===== config.mk =====
export PLATFORM = sky130hd
export DESIGN_NAME = wb_stage_buffered
export DESIGN_NICKNAME = d
export VERILOG_FILES = /design/src/rtl/wb_stage_buffered.sv
export SDC_FILE = /design/constraint.sdc
export NUM_CORES = 1
export LEC_CHECK = 0
export ABC_AREA = 1
export CORE_ASPECT_RATIO = 2
export CORE_UTILIZATION = 45
export DETAILED_ROUTE_END_ITERATION = 8
export PLACE_DENSITY = 0.77
export SETUP_SLACK_MARGIN = 0.4
export SLEW_MARGIN = 10
export SYNTH_ARGS = -nofsm -noshare
export SYNTH_HDL_FRONTEND = slang
export SYNTH_SLANG_ARGS = --single-unit

===== constraint.sdc =====
create_clock -name clk -period 3.3 [get_ports clk]
set_input_delay 0.33 -clock clk [delete_from_list [all_inputs] [get_ports clk]]
set_output_delay 0.33 -clock clk [all_outputs]
set_load 0.02 [all_outputs]

===== src/rtl/wb_stage_buffered.sv =====
// Writeback stage: result-source select, sub-word load extraction, a small writeback FIFO
// toward the register-file write port, a forwarding lookup over pending writes and a retire counter.
module wb_stage_buffered #(
    parameter int DATA_WIDTH = 32,
    parameter int ADDR_WIDTH = 5,
    parameter int DEPTH      = 2,
    parameter int CNT_WIDTH  = 32
) (
    input  logic                              clk,
    input  logic                              reset,
    input  logic                              in_valid,
    output logic                              in_ready,
    input  logic                              RegW_EN,
    input  logic [ADDR_WIDTH-1:0]             addrD,
    input  logic [1:0]                        src_sel,
    input  logic [DATA_WIDTH-1:0]             alu_result,
    input  logic [DATA_WIDTH-1:0]             loadValue,
    input  logic [1:0]                        ld_size,
    input  logic                              ld_unsigned,
    input  logic [$clog2(DATA_WIDTH/8)-1:0]   ld_offset,
    input  logic [DATA_WIDTH-1:0]             link_pc,
    input  logic [DATA_WIDTH-1:0]             csr_value,
    output logic                              rf_we,
    output logic [ADDR_WIDTH-1:0]             rf_addr,
    output logic [DATA_WIDTH-1:0]             rf_data,
    input  logic                              rf_ready,
    input  logic [ADDR_WIDTH-1:0]             hz_addr,
    output logic                              hz_hit,
    output logic [DATA_WIDTH-1:0]             hz_data,
    output logic [CNT_WIDTH-1:0]              retire_cnt
);
    localparam int OFF_W = $clog2(DATA_WIDTH/8);
    localparam int SH_W  = OFF_W + 3;
    localparam int PTR_W = $clog2(DEPTH);
    localparam int OCC_W = $clog2(DEPTH+1);

    logic [ADDR_WIDTH-1:0] addrMem_reg [DEPTH];
    logic [DATA_WIDTH-1:0] dataMem_reg [DEPTH];
    logic [PTR_W-1:0]      rdPtr_reg, wrPtr_reg, rdPtr_next, wrPtr_next;
    logic [OCC_W-1:0]      count_reg, count_next, remaining;
    logic                  rfWe_reg, rfWe_next;
    logic [ADDR_WIDTH-1:0] rfAddr_reg, rfAddr_next;
    logic [DATA_WIDTH-1:0] rfData_reg, rfData_next;
    logic [CNT_WIDTH-1:0]  retireCnt_reg;

    logic accept, push, pop;
    logic [1:0]            effSize;
    logic [SH_W-1:0]       byteShift, laneShift;
    logic [DATA_WIDTH-1:0] lane, laneMask, loadExt, selData;
    logic                  signBit;

    assign in_ready = (count_reg != OCC_W'(DEPTH));
    assign accept   = in_valid && in_ready;
    assign push     = accept && RegW_EN && (addrD != '0);
    assign pop      = rfWe_reg && rf_ready;

    // Coarser accesses clear the offset bits below their own alignment, so
    // misaligned offsets silently round down to the containing lane.
    assign effSize   = (ld_size == 2'b11 && DATA_WIDTH == 32) ? 2'b10 : ld_size;
    assign byteShift = {ld_offset, 3'b000};

    always_comb begin
        laneShift = byteShift;
        laneMask  = DATA_WIDTH'(8'hFF);
        case (effSize)
            2'b00: laneShift = byteShift;
            2'b01: laneShift = byteShift & ~SH_W'(8);
            2'b10: laneShift = byteShift & ~SH_W'(24);
            default: laneShift = '0;
        endcase
        lane = loadValue >> laneShift;
        case (effSize)
            2'b00: begin laneMask = DATA_WIDTH'(8'hFF);         signBit = lane[7];  end
            2'b01: begin laneMask = DATA_WIDTH'(16'hFFFF);      signBit = lane[15]; end
            2'b10: begin laneMask = DATA_WIDTH'(32'hFFFF_FFFF); signBit = lane[31]; end
            default: begin laneMask = '1;                       signBit = lane[DATA_WIDTH-1]; end
        endcase
        loadExt = (lane & laneMask) | ((!ld_unsigned && signBit) ? ~laneMask : '0);
    end

    always_comb begin
        case (src_sel)
            2'b00:   selData = alu_result;
            2'b01:   selData = loadExt;
            2'b10:   selData = link_pc;
            default: selData = csr_value;
        endcase
    end

    always_comb begin
        count_next = count_reg;
        case ({push, pop})
            2'b10:   count_next = count_reg + OCC_W'(1);
            2'b01:   count_next = count_reg - OCC_W'(1);
            default: count_next = count_reg;
        endcase
        rdPtr_next = pop  ? rdPtr_reg + PTR_W'(1) : rdPtr_reg;
        wrPtr_next = push ? wrPtr_reg + PTR_W'(1) : wrPtr_reg;
        remaining  = count_reg - OCC_W'(pop);
        // The head output is registered, so pick what the head will be after this edge.
        if (count_next == '0) begin
            rfWe_next   = 1'b0;
            rfAddr_next = '0;
            rfData_next = '0;
        end else if (remaining == '0) begin
            rfWe_next   = 1'b1;
            rfAddr_next = addrD;
            rfData_next = selData;
        end else begin
            rfWe_next   = 1'b1;
            rfAddr_next = addrMem_reg[rdPtr_next];
            rfData_next = dataMem_reg[rdPtr_next];
        end
    end

    always_ff @(posedge clk) begin
        if (push) begin
            addrMem_reg[wrPtr_reg] <= addrD;
            dataMem_reg[wrPtr_reg] <= selData;
        end
    end

    always_ff @(posedge clk) begin
        if (reset) begin
            rdPtr_reg     <= '0;
            wrPtr_reg     <= '0;
            count_reg     <= '0;
            rfWe_reg      <= 1'b0;
            rfAddr_reg    <= '0;
            rfData_reg    <= '0;
            retireCnt_reg <= '0;
        end else begin
            rdPtr_reg  <= rdPtr_next;
            wrPtr_reg  <= wrPtr_next;
            count_reg  <= count_next;
            rfWe_reg   <= rfWe_next;
            rfAddr_reg <= rfAddr_next;
            rfData_reg <= rfData_next;
            if (accept) retireCnt_reg <= retireCnt_reg + CNT_WIDTH'(1);
        end
    end

    assign rf_we      = rfWe_reg;
    assign rf_addr    = rfAddr_reg;
    assign rf_data    = rfData_reg;
    assign retire_cnt = retireCnt_reg;

    // matchVec is indexed by age: entry gi is the gi-th oldest pending write.
    logic [DEPTH-1:0]      matchVec;
    logic [DATA_WIDTH-1:0] matchData [DEPTH];

    generate
        for (genvar gi = 0; gi < DEPTH; gi++) begin : g_hz
            logic [PTR_W-1:0] idx;
            assign idx           = rdPtr_reg + PTR_W'(gi);
            assign matchVec[gi]  = (OCC_W'(gi) < count_reg) && (addrMem_reg[idx] == hz_addr)
                                   && (hz_addr != '0);
            assign matchData[gi] = dataMem_reg[idx];
        end
    endgenerate

    always_comb begin
        hz_hit  = |matchVec;
        hz_data = '0;
        for (int k = 0; k < DEPTH; k++) begin
            if (matchVec[k]) hz_data = matchData[k];
        end
    end
endmodule

Word level (Yosys, flattened, before mapping)
Memories as Yosys holds them, arrays and structs flattened. A register that Yosys moved wholly into a read port is not among the register bits.
Index checks and enable logic that the tools add are counted.
{"block": "word_totals", "regBits": 74, "mem_bits_rw": 74, "input_bits": 150, "elab_cells": 65, "memories": 2}
{"block": "op_classes", "n_addsub": 6, "order_cmp": 2, "n_eq_ne": 9, "n_shift": 1, "n_mux": 17, "bitwise_logic": 3, "reduce_logical": 18}
{"name": "dataMem_reg", "words": 2, "width": 32, "read_ports": 3, "rd_ports_with_merged_regs": 1, "wr": 1, "line_no": "38", "text": "logic [DATA_WIDTH-1:0] dataMem_reg [DEPTH];"}
{"name": "addrMem_reg", "words": 2, "width": 5, "read_ports": 3, "rd_ports_with_merged_regs": 1, "wr": 1, "line_no": "37", "text": "logic [ADDR_WIDTH-1:0] addrMem_reg [DEPTH];"}
{"op": "$mux W32", "n": 4}
{"op": "$pmux W32 S3", "n": 1}
{"op": "$pmux W32 S2", "n": 1}
{"op": "$add A32 B1 Y32 const B", "n": 1}
{"op": "$and A32 B32 Y32", "n": 1}
{"op": "$not A32 Y32", "n": 1}
{"op": "$or A32 B32 Y32", "n": 1}
{"op": "$shr A32 B5 Y32", "n": 1}
{"op": "$eq A5 B5 Y1", "n": 2}
{"op": "$pmux W5 S2", "n": 1}
{"op": "$reduce_bool A5 Y1", "n": 2}
{"op": "$logic_and A1 B1 Y1", "n": 9}
{"op": "$logic_not A2 Y1", "n": 4}
{"op": "$eq A2 B1 Y1 const B", "n": 3}
{"op": "$eq A2 B2 Y1 const B", "n": 3}
{"op": "$mux W1", "n": 6}
{"op": "$mux W5", "n": 1}
{"op": "$lt A1 B2 Y1 const A", "n": 2}
{"op": "$pmux W2 S2", "n": 1}
{"op": "$reduce_or A2 Y1", "n": 2}
{"op": "$add A1 B1 Y1 const B", "n": 2}
{"op": "$add A2 B1 Y2 const B", "n": 1}
{"op": "$mux W2", "n": 1}
{"op": "$ne A2 B2 Y1 const B", "n": 1}
{"op": "4 further kinds", "n": 4}

Longest topological paths before layout
Gate-level depths: netlist of the first run.
{"block": "depth", "depth_word": 11, "ltp_mapped": 15, "ltp_nobuf": 14}

Least setup slack after synthesis of the first run
OpenSTA, ideal clock, no wires.
{"block": "synth_timing", "path_type": "register to register", "startpoint": "reg count_reg[0]", "endpoint": "mem addrMem_reg[1][0] (enable)", "setup_time_ns": 0.433, "arrival_time_ns": 2.659, "required_ns": 2.867, "slack_ns": 0.208, "stages_incl_launch_ff": 8, "path_cell_list": "dfxtp_1 -> inv_1 -> ha_1 -> inv_2 -> nand2_2 -> inv_2 -> nand3_1 -> nor2_1"}
{"block": "synth_via", "elab_chain_len": 6}
{"item": "start: declaration", "line_no": "40", "text": "logic [OCC_W-1:0] count_reg, count_next, remaining;"}
{"item": "start signal: assignment", "line_no": "135", "text": "count_reg <= count_next;"}
{"item": "$ne A2 B2 Y1", "line_no": "52", "text": "assign in_ready = (count_reg != OCC_W'(DEPTH));"}
{"item": "named net in_ready", "line_no": "12", "text": "output logic in_ready,"}
{"item": "$logic_and A1 B1 Y1", "line_no": "53", "text": "assign accept = in_valid && in_ready;"}
{"item": "$logic_and A1 B1 Y1 (2 in series)", "line_no": "54", "text": "assign push = accept && RegW_EN && (addrD != '0);"}
{"item": "$mux W1", "line_no": "117", "text": "if (push) begin"}
{"item": "$mux W1 (implied by the code)", "line_no": "118", "text": "addrMem_reg[wrPtr_reg] <= addrD;"}
{"item": "end: declaration", "line_no": "37"}
The timed path passes the listed nets, and every way through them passes these cells.

==> summary.md, run 1 <==
| Metric | Value |
|---|---|
| CP max-delay cell | edfxtp_1 |
| Largest net degree at the start of global routing | 66 |
| Clock Power Share | 40.2% |
| P_sw | 1264 µW |
| Max incr delay on CP | 0.41 ns |
| Ys Warns | 0 |
| Starting Density | 46.02% |
| Critical Path AT | 2.52 ns |
| Placed cells | 1751 |
| Final ANT Viol Nets | 0 |
| GRT Total Usage | 30.43% |
| Mux share of post-synthesis cell area | 2.185% |
| Logic pwr share | 16.9% |
| RD Place Congestion | 0.9646 |
| Routed vias | 9491 |
| Skew-Pair Late Insertion Delay | 0.42 ns |
| Critical path's top delay family | compound AO/OA/AOI/OAI gates |
| WHS Path Cells | 2 |
| Worst VDD drop | 325.1 µV |
| Reg2reg end | rf_data[26]$_SDFF_PP0_ |
| Int Pwr | 3476 µW |
| Status | complete, no violations |
| Fraction of layout cells with a size suffix above 1 | 10.19% |
| Setup bufs post-CTS | 0 |
| Main synth FF type | edfxtp_1 |
| Worst r2r src | count_reg[0]$_SDFF_PP0_ |
| DIE WIDTH | 102.9 µm |
| Max Freq | 350.6 MHz |
| Layout Cells excl Fill | 1787 |
| # port buffers | 253 |
| Most frequent cells in the layout | nand2_1 (332), clkdlybuf4s50_1 (220), inv_1 (147), o21ai_0 (141), nor2_1 (120) |
| Worst hold path class | reg -> reg |
| Crit. End Element | output port |
| TritonCTS clock tree | built |
| Mapped Nets | 1438 |
| Pins over their slew limit | 0 |
| Compound-Gate Fraction of Synth Area | 18.54% |
| Cell Rows | 73 |
| Fin nets | 1664 |
| Asr flop ratio synth | 0% |
| TNS Setup | 0 ns |
| Worst Setup Path Type | reg -> out |
| Commonest non-fill, non-tap cell in the layout | nand2_1 |
| Sequential Power Share | 43.0% |
| HPWL after DPL | 23570 µm |
| R2r setup slk | 0.76 ns |
| Remaining Overflow, GRT | 0 |
| Detailed Route WL | 30660 µm |
| First-pass GRT wire length | 47760 µm |
| Synthesis-to-finish area growth | 34.81% |
| EDFF count, synth | 74 |
| Final Hold Fails | 0 |
| CTS Buf Count | 17 |
| Worst-path clk slew | 0.06 ns |
| Max-capacitance violation count | 0 |
| Crit Path Max Fanout | 65 |
| Switching portion of total power | 26.66% |
| Unrepaired setup endpoints after global routing | true |
| Post-Syn Instances | 1282 |
| Crit path cell chain | o21ai_0 -> o22ai_1 -> a211oi_1 -> nand3_2 -> buf_12 -> o21ai_0 -> clkdlybuf4s15_1 |
| Die height | 203.8 µm |
| Relative slew margins | 55.58% |
| Min Tclk post-route | 2.853 ns |
| Final setup vio count | 0 |
| DR pass1 iterations | 5 |
| Clock Tree Buf Depth | 2 |
| CP startpoint | addrMem_reg[1][1]$_DFFE_PP_ |
| DRC violations left | 0 |
| Crit path top cell by count | o21ai_0 |
| Initial antenna violation count | 3 |
| Syn_area_per_cell | 7.147 µm² |
| Sequential share of the synthesized area | 40.42% |
| #FFs+latches synth | 148 |
| CTS sink count | 148 |
| Synth Area in Adders | 0.8193% |
| I/O pin total | 254 |
| Root Buffer | clkbuf_16 |
| Synthesized cell area | 0.009163 mm² |
| Buf+Inv Stages, Crit Path | 2 |
| Vias in the first global route | 9259 |
| Crit start category | register |
| DRT iter0 DRCs | 432 |
| Synth Area in XOR/XNOR | 2.294% |
| WL per Instance | 17.16 µm |
| Worst-margin pin slew | 0.6655 ns |
| Die Area | 0.02097 mm² |
| R2R depth | 13 |
| H-tree depth | 4 |
| Crit path required time | 2.97 ns |
| Largest family of logic cells by synthesized area | simple AND/OR/NAND/NOR gates |
| CP Depth | 7 |
| Power Density | 383.8 mW/mm² |
| CORE AREA | 0.01991 mm² |
| Synth cell types | 38 |
| Setup Skew | 0.009674 ns |
| Detailed-route vias per instance | 5.311 |
| Final period utilization | 86.44% |
| Simple-gate share of the synthesized area | 25.41% |
| CP Capture Point | hz_data[10] |
| Leakage | 0.005079 µW |
| Largest register FFs | 64 |
[how the worst min path moves through the flow]
stage,from,to,slack [ns]
6_report,retire_cnt[18]$_SDFFE_PP0P_,retire_cnt[18]$_SDFFE_PP0P_,0.49
5_1_grt,retire_cnt[18]$_SDFFE_PP0P_,retire_cnt[18]$_SDFFE_PP0P_,0.52
4_1_cts,retire_cnt[18]$_SDFFE_PP0P_,retire_cnt[18]$_SDFFE_PP0P_,0.49
3_5_place_dp,retire_cnt[18]$_SDFFE_PP0P_,retire_cnt[18]$_SDFFE_PP0P_,0.48
3_3_place_gp,retire_cnt[18]$_SDFFE_PP0P_,retire_cnt[18]$_SDFFE_PP0P_,0.47
2_1_floorplan,reset,retire_cnt[5]$_SDFFE_PP0P_,0.41
[kinds of logic (layout without fill, tap and decap cells)]
| kind of cell | count (synthesis) | after routing |
|---|---|---|
| multiplexers | 20 | 20 |
| XOR/XNOR | 24 | 24 |
| adder cells (fa/ha/maj) | 6 | 6 |
| other | 0 | 4 |
| AO/OA/AOI/OAI | 300 | 300 |
| buffers and inverters | 222 | 461 |
| flip-flops | 148 | 148 |
| AND/OR/NAND/NOR | 562 | 562 |
[power groups by stage]
| stage | clock (µW) | combinational, µW | sequential [µW] |
|---|---|---|---|
| floorplan | 0 | 385 | 2090 |
| global placement | 0 | 778 | 2070 |
| detailed placement | 0 | 791 | 2080 |
| CTS | 1920 | 794 | 2040 |
| global route | 1990 | 879 | 2040 |
| finish | 1900 | 800 | 2040 |
[repair_timing]
action                                 CTS  global route
hold buffers                             0             0
endpoints found under the hold margin    0             0
setup endpoints to repair               32            65
gates resized for setup                 33            74
[final cells by class]
cell class / instances / area, µm²
Tap cell: 262 / 327.8
Multi-Input combinational cell: 912 / 4559
Inverter: 153 / 576.8
Sequential cell: 148 / 3707
Antenna cell: 4 / 10.01
Timing Repair Buffer: 276 / 2592
Fill cell: 1892 / 7560
Clock inverter: 13 / 135.1
Clock buffer: 19 / 442.9
[Yosys cell counts, drive strengths merged, types with 24 or more instances]
cell type  instances  area (µm²)
a21oi             79       406.6
clkbuf            37       138.9
buf               32       230.2
nand3             41       215.2
o21ai            175       932.2
nand2            339        1297
a221oi            24       210.2
or2               26       162.7
inv              153       576.8
edfxtp            74        2222
nor2             128       498.0
dfxtp             74        1481
[worst reg2reg max path, stage by stage, from the launching register on]
cell     delay, ns
dfxtp_1       0.37
inv_1         0.10
ha_1          0.22
inv_2         0.08
nand2_4       0.12
inv_2         0.08
nand3_1       0.14
ha_1          0.37
o21ai_0       0.20
nand2_1       0.13
nand2_4       0.16
buf_4         0.23
o21ai_0       0.13
a21oi_2       0.13
[metal layers]
metal	vias up	track usage [%]	routed length, µm
li1	4658	-	-
met1	4339	32.05	10870
met2	389	54.40	16410
met3	105	5.003	1433
met4	0	19.37	1947
met5	-	0	0
[metrics by stage]
step | utilization, % | hold WS, ns | instance area, µm² | setup slack [ns] | power [µW]
after floorplan | - | 0.4061 | 9168 | 0.8041 | 2474
after CTS | 62.43 | 0.4911 | 12430 | 0.3925 | 4755
after global placement | 59.71 | 0.4730 | 11890 | 0.4411 | 2852
after detailed placement | 59.71 | 0.4798 | 11890 | 0.4042 | 2867
after global routing | 62.03 | 0.5185 | 12350 | 0.3225 | 4908
final | 62.03 | 0.4893 | 12350 | 0.4475 | 4740
Power figures use the tool's default switching activity.
==> run 2: changes to the inputs <==
Settings changed: DONT_BUFFER_PORTS from default to 1, MAX_ROUTING_LAYER from default to met4, PLACE_DENSITY 0.77 to 0.61, SLEW_MARGIN 10 to default.
==> run 2 against run 1 <==
Effect of this change:
- clock skew decreased by 0.0015 ns
- register-to-register slack worse by 0.13 ns
- clock-buffer cell count grew 3
- critical endpoint is now hz_data[3]
==> summary.md, run 2 (synthesized netlist as in run 1, its figures left out) <==
| Metric | Value |
|---|---|
| Status | complete, no violations |
| Min Tclk post-route | 2.771 ns |
| Crit path cell chain | buf_12 -> o21ai_0 -> o22ai_1 -> a211oi_2 -> nand3_2 -> buf_12 -> o21ai_0 -> buf_4 |
| Fin nets | 1427 |
| H-tree depth | 4 |
| R2r setup slk | 0.63 ns |
| Relative slew margins | 37.18% |
| CORE AREA | 0.01991 mm² |
| Final period utilization | 83.96% |
| First-pass GRT wire length | 45440 µm |
| Die Area | 0.02097 mm² |
| Starting Density | 46.02% |
| Remaining Overflow, GRT | 0 |
| Fraction of layout cells with a size suffix above 1 | 10.28% |
| GRT Total Usage | 30.64% |
| Final Hold Fails | 0 |
| Final setup vio count | 0 |
| Worst-margin pin slew | 0.9392 ns |
| Hold Path Sink | rf_addr[3]$_SDFF_PP0_ |
| RD Place Congestion | 1.011 |
| WL per Instance | 19.92 µm |
| Max Freq | 360.9 MHz |
| HPWL after DPL | 23010 µm |
| Critical Path AT | 2.44 ns |
| DIE WIDTH | 102.9 µm |
| CP max-delay cell | dfxtp_2 |
| Power Density | 444.4 mW/mm² |
| Detailed-route vias per instance | 5.519 |
| TNS Setup | 0 ns |
| Root Buffer | clkbuf_16 |
| Skew-Pair Late Insertion Delay | 0.42 ns |
| Largest register FFs | 64 |
| CTS Buf Count | 17 |
| Hold Slack | 0.08975 ns |
| Detailed Route WL | 30820 µm |
| WHS Path Cells | 2 |
| Crit. End Element | output port |
| DR pass1 iterations | 5 |
| Worst-path clk slew | 0.06 ns |
| Buf+Inv Stages, Crit Path | 3 |
| TritonCTS clock tree | built |
| Worst VDD drop | 289.6 µV |
| CTS sink count | 148 |
| Die height | 203.8 µm |
| Crit Path Max Fanout | 65 |
| Initial antenna violation count | 2 |
| Max-capacitance violation count | 0 |
| DRT iter0 DRCs | 520 |
| Leakage | 0.004181 µW |
| Worst Min Path Start | addrD[3] |
| Max incr delay on CP | 0.34 ns |
| I/O pin total | 254 |
| Synthesis-to-finish area growth | 10.01% |
| Unrepaired setup endpoints after global routing | false |
| Crit start category | register |
| Final Core Density | 50.62% |
| # port buffers | 0 |
| Final ANT Viol Nets | 0 |
| Filler cells | 2039 |
| Worst r2r src | count_reg[0]$_SDFF_PP0_ |
| Worst hold path class | in -> reg |
| Reg2reg end | rf_data[17]$_SDFF_PP0_ |
| Setup Skew | 0.008150 ns |
| Cell Rows | 73 |
| Clock Tree Buf Depth | 2 |
| R2R depth | 13 |
| Worst Setup Path Type | reg -> out |
| Pins over their slew limit | 0 |
| Largest net degree at the start of global routing | 66 |
| Vias in the first global route | 8111 |
| Most frequent cells in the layout | nand2_1 (333), inv_1 (147), o21ai_0 (135), nor2_1 (119), a21oi_1 (76) |
| Crit path required time | 2.97 ns |
| Routed vias | 8538 |
| Commonest non-fill, non-tap cell in the layout | nand2_1 |
| DRC violations left | 0 |
| Critical path's top delay family | compound AO/OA/AOI/OAI gates |
==> run 2: cell count changes in the layout (fill, tap and decap cells not counted), moves of 5 or more <==
cell	change
buf_4	+9
o21ai_1	+5
dlygate4sd3_1	+6
clkbuf_2	-30
clkdlybuf4s50_1	-220
o21ai_0	-6
==> run 2: cell type report <==
cell class | instances | area (µm²) | area share (%)
Antenna cell | 1 | 2.502 | 0.02483
Clock inverter | 10 | 108.9 | 1.080
Inverter | 153 | 576.8 | 5.722
Sequential cell | 148 | 3705 | 36.76
Clock buffer | 22 | 444.2 | 4.407
Timing Repair Buffer | 39 | 352.8 | 3.500
Multi-Input combinational cell | 912 | 4562 | 45.26
Tap cell | 262 | 327.8 | 3.252
==> run 2: stage by stage <==
stage	cell area [µm²]	cells	worst slack (ns)	total power (µW)
after CTS	10040	1546	0.3878	4504
after floorplan	9168	1282	0.8041	2474
after global placement	9423	1508	0.4180	2619
after detailed placement	9423	1508	0.3547	2628
after global routing	10080	1547	0.4040	4657
final	10080	1547	0.5295	4479
==> run 2: how the worst max path moves through the flow <==
stage	slack, ns	endpoint	depth (start not counted)	startpoint
after floorplan	0.80	addrMem_reg[1][0]$_DFFE_PP_	7	count_reg[0]$_SDFF_PP0_
after global placement	0.42	rf_data[27]$_SDFF_PP0_	13	count_reg[0]$_SDFF_PP0_
after detailed placement	0.35	rf_data[27]$_SDFF_PP0_	13	count_reg[0]$_SDFF_PP0_
after CTS	0.39	hz_data[7]	9	rdPtr_reg$_SDFF_PP0_
after global routing	0.40	rf_data[17]$_SDFF_PP0_	10	rdPtr_reg$_SDFF_PP0_
final	0.53	hz_data[3]	8	rdPtr_reg$_SDFF_PP0_
==> run 2: where the power goes <==
part	total (µW)	internal (µW)	switching [µW]
clock network	1870	1110	762
registers	2060	2010	55.0
logic	547	160	387
==> run 2: routing by layer <==
| layer | up-vias | GRT usage [%] | wire, µm |
|---|---|---|---|
| li1 | 4183 | - | - |
| met1 | 3914 | 30.84 | 10720 |
| met2 | 350 | 53.62 | 16180 |
| met3 | 91 | 6.066 | 1879 |
| met4 | 0 | 17.71 | 2038 |
| met5 | - | - | 0 |
==> run 2: timing repair <==
item | in CTS | in global routing
hold buffers | 6 | 0
endpoints found under the hold margin | 33 | 0
resized for setup | 6 | 10
setup buffers | 0 | 0
endpoints found under the setup margin | 41 | 66
==> run 2: worst reg2reg max path, stage by stage (launching register included) <==
cell and delay (ns):
dfxtp_1 0.39, inv_1 0.11, ha_1 0.22, inv_2 0.15
nand2_4 0.15, inv_2 0.09, nand3_2 0.16, ha_1 0.37
o21ai_0 0.18, nand2_1 0.09, nand2_1 0.12, buf_8 0.24
o21ai_0 0.16, a21oi_1 0.16
